### config.mk
export PLATFORM = sky130hd
export DESIGN_NAME = psa_rr_arbiter
export DESIGN_NICKNAME = d
export VERILOG_FILES = /design/src/rtl/psa_rr_arbiter.sv
export SDC_FILE = /design/constraint.sdc
export NUM_CORES = 1
export LEC_CHECK = 0
export CORE_ASPECT_RATIO = 0.9
export CORE_UTILIZATION = 39
export CTS_CLUSTER_DIAMETER = 40
export DETAILED_ROUTE_END_ITERATION = 10
export GPL_ROUTABILITY_DRIVEN = 0
export GPL_TIMING_DRIVEN = 0
export PLACE_DENSITY_LB_ADDON = 0.12
export SYNTH_ARGS = -nofsm -noshare
export SYNTH_HDL_FRONTEND = slang
export SYNTH_SLANG_ARGS = --single-unit
### constraint.sdc
create_clock -name clk -period 1.9 [get_ports clk]
set_clock_uncertainty 0.15 [all_clocks]
set_input_delay 0.19 -clock clk [delete_from_list [all_inputs] [get_ports clk]]
set_output_delay 0.19 -clock clk [all_outputs]
set_load 0.05 [all_outputs]
### src/rtl/psa_rr_arbiter.sv
// psa_rr_arbiter: round-robin sharing of one registered-operand PSA unit between two requesters
module psa_rr_arbiter #(
  parameter int CNT_W = 8
) (
  input  logic             clk,
  input  logic             rst,
  input  logic             req0_valid,
  input  logic [15:0]      req0_a,
  input  logic [15:0]      req0_b,
  output logic             req0_ready,
  input  logic             req1_valid,
  input  logic [15:0]      req1_a,
  input  logic [15:0]      req1_b,
  output logic             req1_ready,
  output logic [15:0]      psa_a,
  output logic [15:0]      psa_b,
  input  logic [15:0]      psa_sum,
  input  logic             psa_error,
  output logic             rsp_valid,
  input  logic             rsp_ready,
  output logic             rsp_id,
  output logic [15:0]      rsp_sum,
  output logic             rsp_error,
  output logic [CNT_W-1:0] err_cnt
);
  typedef enum logic [1:0] {IDLE, EXEC, RESP} state_t;
  state_t state_q, state_d;
  logic [15:0] psa_a_q, psa_a_d, psa_b_q, psa_b_d, rsp_sum_q, rsp_sum_d;
  logic gid_q, gid_d, last_grant_q, last_grant_d;
  logic rsp_id_q, rsp_id_d, rsp_error_q, rsp_error_d, rsp_valid_q, rsp_valid_d;
  logic [CNT_W-1:0] err_cnt_q, err_cnt_d;
  logic grant, accept;
  assign grant      = (req0_valid && req1_valid) ? ~last_grant_q : req1_valid;
  assign accept     = (state_q == IDLE) && (req0_valid || req1_valid);
  assign req0_ready = accept && !grant;
  assign req1_ready = accept && grant;
  assign psa_a      = psa_a_q;
  assign psa_b      = psa_b_q;
  assign rsp_valid  = rsp_valid_q;
  assign rsp_id     = rsp_id_q;
  assign rsp_sum    = rsp_sum_q;
  assign rsp_error  = rsp_error_q;
  assign err_cnt    = err_cnt_q;
  // Capture the winner's operands, then the PSA result one cycle later, then hold until consumed
  always_comb begin
    state_d      = state_q;
    psa_a_d      = psa_a_q;
    psa_b_d      = psa_b_q;
    gid_d        = gid_q;
    last_grant_d = last_grant_q;
    rsp_sum_d    = rsp_sum_q;
    rsp_error_d  = rsp_error_q;
    rsp_id_d     = rsp_id_q;
    rsp_valid_d  = rsp_valid_q;
    err_cnt_d    = err_cnt_q;
    case (state_q)
      IDLE: if (accept) begin
        psa_a_d      = grant ? req1_a : req0_a;
        psa_b_d      = grant ? req1_b : req0_b;
        gid_d        = grant;
        last_grant_d = grant;
        state_d      = EXEC;
      end
      EXEC: begin
        rsp_sum_d   = psa_sum;
        rsp_error_d = psa_error;
        rsp_id_d    = gid_q;
        rsp_valid_d = 1'b1;
        state_d     = RESP;
      end
      RESP: if (rsp_ready) begin
        rsp_valid_d = 1'b0;
        err_cnt_d   = (rsp_error_q && !(&err_cnt_q)) ? err_cnt_q + CNT_W'(1) : err_cnt_q;
        state_d     = IDLE;
      end
      default: state_d = IDLE;
    endcase
  end
  // State register; reset discards any in-flight operation
  always_ff @(posedge clk) begin
    if (rst) begin
      state_q      <= IDLE;
      psa_a_q      <= '0;
      psa_b_q      <= '0;
      gid_q        <= 1'b0;
      last_grant_q <= 1'b1;
      rsp_sum_q    <= '0;
      rsp_error_q  <= 1'b0;
      rsp_id_q     <= 1'b0;
      rsp_valid_q  <= 1'b0;
      err_cnt_q    <= '0;
    end else begin
      state_q      <= state_d;
      psa_a_q      <= psa_a_d;
      psa_b_q      <= psa_b_d;
      gid_q        <= gid_d;
      last_grant_q <= last_grant_d;
      rsp_sum_q    <= rsp_sum_d;
      rsp_error_q  <= rsp_error_d;
      rsp_id_q     <= rsp_id_d;
      rsp_valid_q  <= rsp_valid_d;
      err_cnt_q    <= err_cnt_d;
    end
  end
endmodule

# Yosys cells after proc, flatten, opt, wreduce, memory -nomap -nowiden

Index checks and enable logic that the tools add are counted.

Output and inout bits: 61
Register bits: 63
Bits of input ports: 86
Logic and storage cells: 39

Reduce and logical (&&, ||, !) cells: 15
Mux-type cells: 8
Add/sub/neg operators: 1
Eq/ne operators: 4
Bitwise operators: 1

Operator list:

| operator              | count |
|---|---|
| $mux W16              | 2 |
| $add A8 B1 Y8 const B | 1 |
| $reduce_and A8 Y1     | 1 |
| $pmux W2 S3           | 1 |
| $reduce_and A2 Y1     | 3 |
| $logic_and A1 B1 Y1   | 5 |
| $mux W2               | 2 |
| $ne A2 B2 Y1 const B  | 2 |
| $reduce_and A3 Y1     | 1 |
| $eq A2 B1 Y1 const B  | 1 |
| $eq A2 B2 Y1 const B  | 1 |
| $logic_not A1 Y1      | 2 |
| $logic_not A2 Y1      | 1 |
| $mux W1               | 2 |
| $pmux W1 S2           | 1 |
| $reduce_bool A2 Y1    | 1 |
| $logic_or A1 B1 Y1    | 1 |
| $not A1 Y1            | 1 |

# Logic depth before layout (Yosys ltp)

Depth after elaboration: 4
Gate-level depth with buffers: 6
Gate-level depth less buffers: 4

# Worst setup path after synthesis

No wires, ideal clock.

Path kind: register to register
Start point: reg err_cnt_q[0], in the netlist err_cnt[0]
End point: reg err_cnt_q[3], in the netlist err_cnt[3]
Slack: 37 ps
Period minus slack after synthesis: 1863 ps
Stages on the path, launching flop included: 5
Data required time: 1629 ps
Arrival time: 1592 ps
Cells stage by stage: dfxtp_1 -> ha_1 -> and3_1 -> a211oi_1 -> mux2_2

Word-level cells in the longest chain between the ends: 4
Elaborated cells on any way between the ends: 5

Ends and longest elaborated chain:

| element                                                               | RTL line | RTL |
|---|---|---|
| start, declared                                                       | 31       | `logic [CNT_W-1:0] err_cnt_q, err_cnt_d;` |
| start signal, assigned                                                | 102      | `err_cnt_q <= err_cnt_d;` |
| parallel branches: the longest is 4 deep, another holds $add A8 B1 Y8 | n/a      |  |

Parallel ways; which one is timed is not known.
A chain may end at the register's enable or synchronous reset.

# Worst setup path after layout

Start point: reg psa_a_q[0], in the netlist psa_a[0]
End point: out psa_a[0]

RTL lines:

| element                | RTL line | RTL |
|---|---|---|
| start, declared        | 28       | `logic [15:0] psa_a_q, psa_a_d, psa_b_q, psa_b_d, rsp_sum_q, rsp_sum_d;` |
| start signal, assigned | 94       | `psa_a_q <= psa_a_d;` |
| end, declared          | 15       | `output logic [15:0] psa_a,` |

No word-level cell between the ends.

==> results_dict.tcl <==
set metrics [dict create \
    antenna_found_initial 0 \
    clkTransAtPathRegs_ns 0.07 \
    vias 3196 \
    critical_path.top_delay_family "buffers and inverters" \
    synth-edff-count 0 \
    path_class "flop to output pin" \
    clkLatencyLatePin_ns 0.33 \
    totalWireLength_mm 8.85 \
    r2r_start "err_cnt[0]" \
    crit_cells 1 \
    dp_slack_ns -0.482 \
    drv_slew 0 \
    gr-usage-met1_pct 26.3 \
    numCtsBuffers 9 \
    syn_nets 426 \
    dpl.hpwl_mm 6.32 \
    grt_pass1_wl_mm 14.0 \
    fmax_mhz 542 \
    cp.arrival_ns 1.51 \
    met3_usage_pct 9.34 \
    combinationalPowerShare_pct 30.9 \
    grt.total_usage_pct 23.4 \
    start_kind "flop" \
    grt_pass1_vias 3024 \
    synth_top_area_share_pct 45.0 \
    ioPinCount 147 \
    clock_power_share_pct 28.7 \
    finalCritPeriodShare_pct 97.2 \
    ys_ff_latch 63 \
    synthDominantAreaCellType "dfxtp_1" \
    die_h_microns 82.4 \
    cpPeakStageDelay_ns 0.83 \
    finalSetupTns_ns 0 \
    most-common-layout-cells "clkdlybuf4s50_1, nand3_1, dfxtp_1, nand2_1, a31oi_1" \
    slew_headroom_pct 64.3 \
    post-route-util_pct 67.2 \
    hold_path_depth 3 \
    swShare_pct 33.3 \
    rows 28 \
    cts_tree "yes" \
    min_to "rsp_sum[12]" \
    switching_power_mw 1.21 \
    drive_above_1_share_pct 9.24 \
    hold_viol 0 \
    seq_area_frac_synth_pct 45.0 \
    numClockSinks 63 \
    syn_avg_cell_area_sq_um 8.27 \
    min_path_type "input pin to flop" \
    die_x_microns 91.4 \
    use_met2_pct 40.5 \
    drv_cap 0 \
    ys_top_cells_by_area "dfxtp_1, nand3_1, a31oi_1, o21ai_0, nand2_1" \
    first_iter_violations 121 \
    crit_chain "clkdlybuf4s50_1" \
    cp_max_fo 2 \
    ys_types 35 \
    gr-total-overflow 0 \
    crit_required_ns 1.56 \
    io_buffers 146 \
    reg2reg_setup_slack_ns 0.17 \
    min_from "psa_sum[12]" \
    h-tree-depth 3 \
    leakagePower_nw 1.72 \
    grt_max_degree 11 \
    max-clock-path-buffers 2 \
    root_buffer "clkbuf_8" \
    coreArea_sq_um 6760 \
    rsz0062_at_grt "no" \
    die-area_sq_um 7530 \
    end_kind "output pin" \
    ys_async_sr_fraction_pct 0 \
    internal_power_mw 2.43 \
    ys.flop_type "dfxtp_1" \
    dr.pass1.iters 4 \
    reg2reg_depth 4 \
    cpMaxStageDelayCell "clkdlybuf4s50_1" \
    finalSetupViolations 0 \
    yosysWarnings 0 \
    top_usage_layer "met2" \
    netlist_area_sq_um 2800 \
    vias_per_cell 5.44 \
    wire_per_inst_microns 15.0 \
    r2r_end "err_cnt[3]" \
    seqPwrFrac_pct 40.4 \
    area_growth_syn_to_layout_pct 62.1 \
    syn-instance-count 339 \
    diodes 0 \
    peakVddDrop_mv 0.480 \
    layout_commonest_cell "clkdlybuf4s50_1" \
    drc 0 \
    start_util_pct 41.5 \
    status "finished clean" \
    period_needed_ns 1.85 \
    nets 583 \
    tightest_slew_ns 0.533 \
    path_buf_inv 1 \
    power_density_nw_per_um2 802 \
    finalWorstSetupSlack_ns 0.0534 \
    final_antenna_net_count 0 \
]
-- worst max-delay path by stage --
stage	to	startpoint	slack [ns]
after floorplan	err_cnt[3]	err_cnt[0]	0.04
after global placement	req1_ready	req1_valid	-0.47
after detailed placement	req1_ready	req1_valid	-0.48
after CTS	err_cnt[3]	err_cnt[3]	0.004
after global routing	psa_a[10]	psa_a[10]	0.02
final	psa_a[0]	psa_a[0]	0.05
-- cells in the mapped netlist, types with 2 or more instances --
library cell,instances
a31oi_1,36
and3_1,4
nand3_1,65
nand2b_1,4
o21ai_1,4
buf_6,6
a211oi_1,2
dfxtp_1,63
a21oi_1,20
inv_1,3
and2_1,4
nor2b_1,6
mux2_2,2
nand2_1,36
nor2_1,9
a311oi_1,4
o21ai_0,30
clkbuf_1,10
buf_2,15
-- registers in the layout (all words and copies together) (netlist names) --
register      count
psa_b            16
err_cnt           8
state_q           2
psa_a            16
last_grant_q      1
rsp_sum          16
rsp_valid         1
gid_q             1
rsp_id            1
rsp_error         1
-- timing repair --
item                                    CTS  global route
endpoints found under the setup margin    9             4
endpoints found under the hold margin     0             0
buffers inserted                          0             0
gates resized for setup                  17             5
hold buffers                              0             0
-- kinds of logic (layout without fill, tap and decap cells) --
logic type,after synthesis,in the layout,share of synthesized area (%)
compound gates,100,100,21.0
mux,4,4,1.56
fa+ha+maj,1,1,0.446
flops,63,63,45.0
simple gates,135,135,24.7
buf+inv,36,195,7.27
-- power groups by stage --
stage,combinational (mW),sequential [mW],clock (mW)
6_report,1.13,1.47,1.05
3_3_place_gp,1.11,1.50,0
5_1_grt,1.20,1.48,1.12
4_1_cts,1.13,1.47,1.06
2_1_floorplan,0.345,1.81,0
3_5_place_dp,1.13,1.50,0
-- metrics by stage --
stage / instances / instance area [sq um] / hold WS (ns) / power [mW]
after floorplan: 339 / 2800 / 0.176 / 2.16
after global placement: 575 / 4380 / 0.291 / 2.61
after detailed placement: 575 / 4380 / 0.301 / 2.63
after CTS: 588 / 4530 / 0.241 / 3.66
after global routing: 588 / 4550 / 0.258 / 3.80
final: 588 / 4550 / 0.253 / 3.65
-- metal layers --
layer,part of all wire [%],wire (microns),vias to the layer above
met5,0,0,-
met4,1.9,164,0
met3,7.4,657,15
met2,49,4340,110
met1,42,3680,1532
li1,-,-,1539
-- final cells by class --
| type | count | area, sq um |
|---|---|---|
| Timing Repair Buffer | 146 | 1450 |
| Sequential cell | 63 | 1260 |
| Clock inverter | 1 | 5.00 |
| Buffer | 33 | 194 |
| Fill cell | 568 | 2220 |
| Tap cell | 90 | 113 |
| Inverter | 3 | 11.3 |
| Multi-Input combinational cell | 240 | 1350 |
| Clock buffer | 12 | 165 |
Note: power is estimated with default switching activity, not from simulation.
==> variant, RTL diff (same settings) <==
Reset style: asynchronous (`rst`), changed in one clocked block.
--- a/src/rtl/psa_rr_arbiter.sv
+++ b/src/rtl/psa_rr_arbiter.sv
@@ -77,7 +77,7 @@
     endcase
   end
   // State register; reset discards any in-flight operation
-  always_ff @(posedge clk) begin
+  always_ff @(posedge clk or posedge rst) begin
     if (rst) begin
       state_q      <= IDLE;
       psa_a_q      <= '0;
Behaviour: differs if rst is asserted again (counterexample within 4 cycles, from zero or initial values and one cycle with rst high); with rst held inactive, the same outputs for 10 cycles.
==> variant against the original RTL <==
  * Synthesized area shrank 2.1%
  * Largest cell class unchanged
  * Global-route usage fell by 2.1 points
  * Highest routed layer unchanged
  * Count of clock-buffer cells in the layout is 1 higher
  * Routed wire length fell by 16%
  * Non-clock buffer count fell by 15
  * Synthesized cell count down 39%
  * Sequential cell count unchanged
  * Worst setup slack got worse by 0.0052 ns
  * Die area down 2.1%
  * Cell area increased by 1.2%
Power is not compared: it rests on default switching activity, and its combinational part moved more than twofold at a synthesized area within 25%.
==> variant: results <==
[grt]
grt_util_met1_pct = 25.53
grtUsageMet2_pct = 36.34
grt_pass1_vias = 2497
grt_use_total_pct = 21.27

[timing]
whs_ns = 0.1364
fmax_mhz = 540.0
relSlewSlack_pct = 57.54

[placement]
dp.cells = 445
dp_slack_ns = -0.5605

[critical_path]
r2r-start = "err_cnt[0]"
rrSetupSlack_ns = 0.11
rr_endpoint = "err_cnt[5]"
startpoint = "psa_b[9]"
cpPeakStageDelay_ns = 0.81
crit_end = "psa_b[9]"

[layout]
layout-drive-gt1-share_pct = 15.09

[logic_synthesis]
ys_types = 36
synth-xor-area-share_pct = 1.276
ys_async_sr_fraction_pct = 100.0
synth_nets = 295
synth_fa_ha_area_share_pct = 0.4558
ys_seq_area_share_pct = 57.47
synthTopCellsByCount = "62 x dfrtp_1, 32 x a221o_1, 30 x a21boi_0, 18 x mux2_2, 7 x buf_2"

[routing]
met3WireLength_um = 490
wirelength_met1_um = 3179

[status]
outcome = "completed"
==> variant: changes by cell type after synthesis, sizes merged, moves of 6 or more <==
cell,unedited run,this run
a21boi,1,32
a21oi,20,4
a221o,0,32
a31oi,36,1
buf,22,12
clkbuf,11,5
dfrtp,0,62
dfxtp,63,0
mux2,3,19
nand2,36,5
nand3,65,1
nor2,10,3
o21ai,34,1
==> variant: final cells by class <==
type                       instances  share of cell area, %
buffer                            15                  2.094
clock buffer                      13                  3.453
multi-input combinational        124                  22.95
clock inverter                     3                  1.414
timing repair buffer             149                  32.87
sequential                        63                  34.37
tap                               90                  2.447
inverter                           4                 0.4078
==> variant: what timing repair did <==
item                       4_1_cts  5_1_grt
setup endpoints to repair        9        7
gates resized for setup         26        9
pin swaps                        1        0
cloned                           0        0
setup buffers                    2        0
hold buffers                     0        0
==> variant: per-stage QoR <==
step                      total power, W  cell area, um2
final                           0.008849            4602
after detailed placement        0.007556            4344
after global routing            0.009279            4602
after CTS                       0.008910            4574
after global placement          0.007464            4324
after floorplan                 0.005791            2750
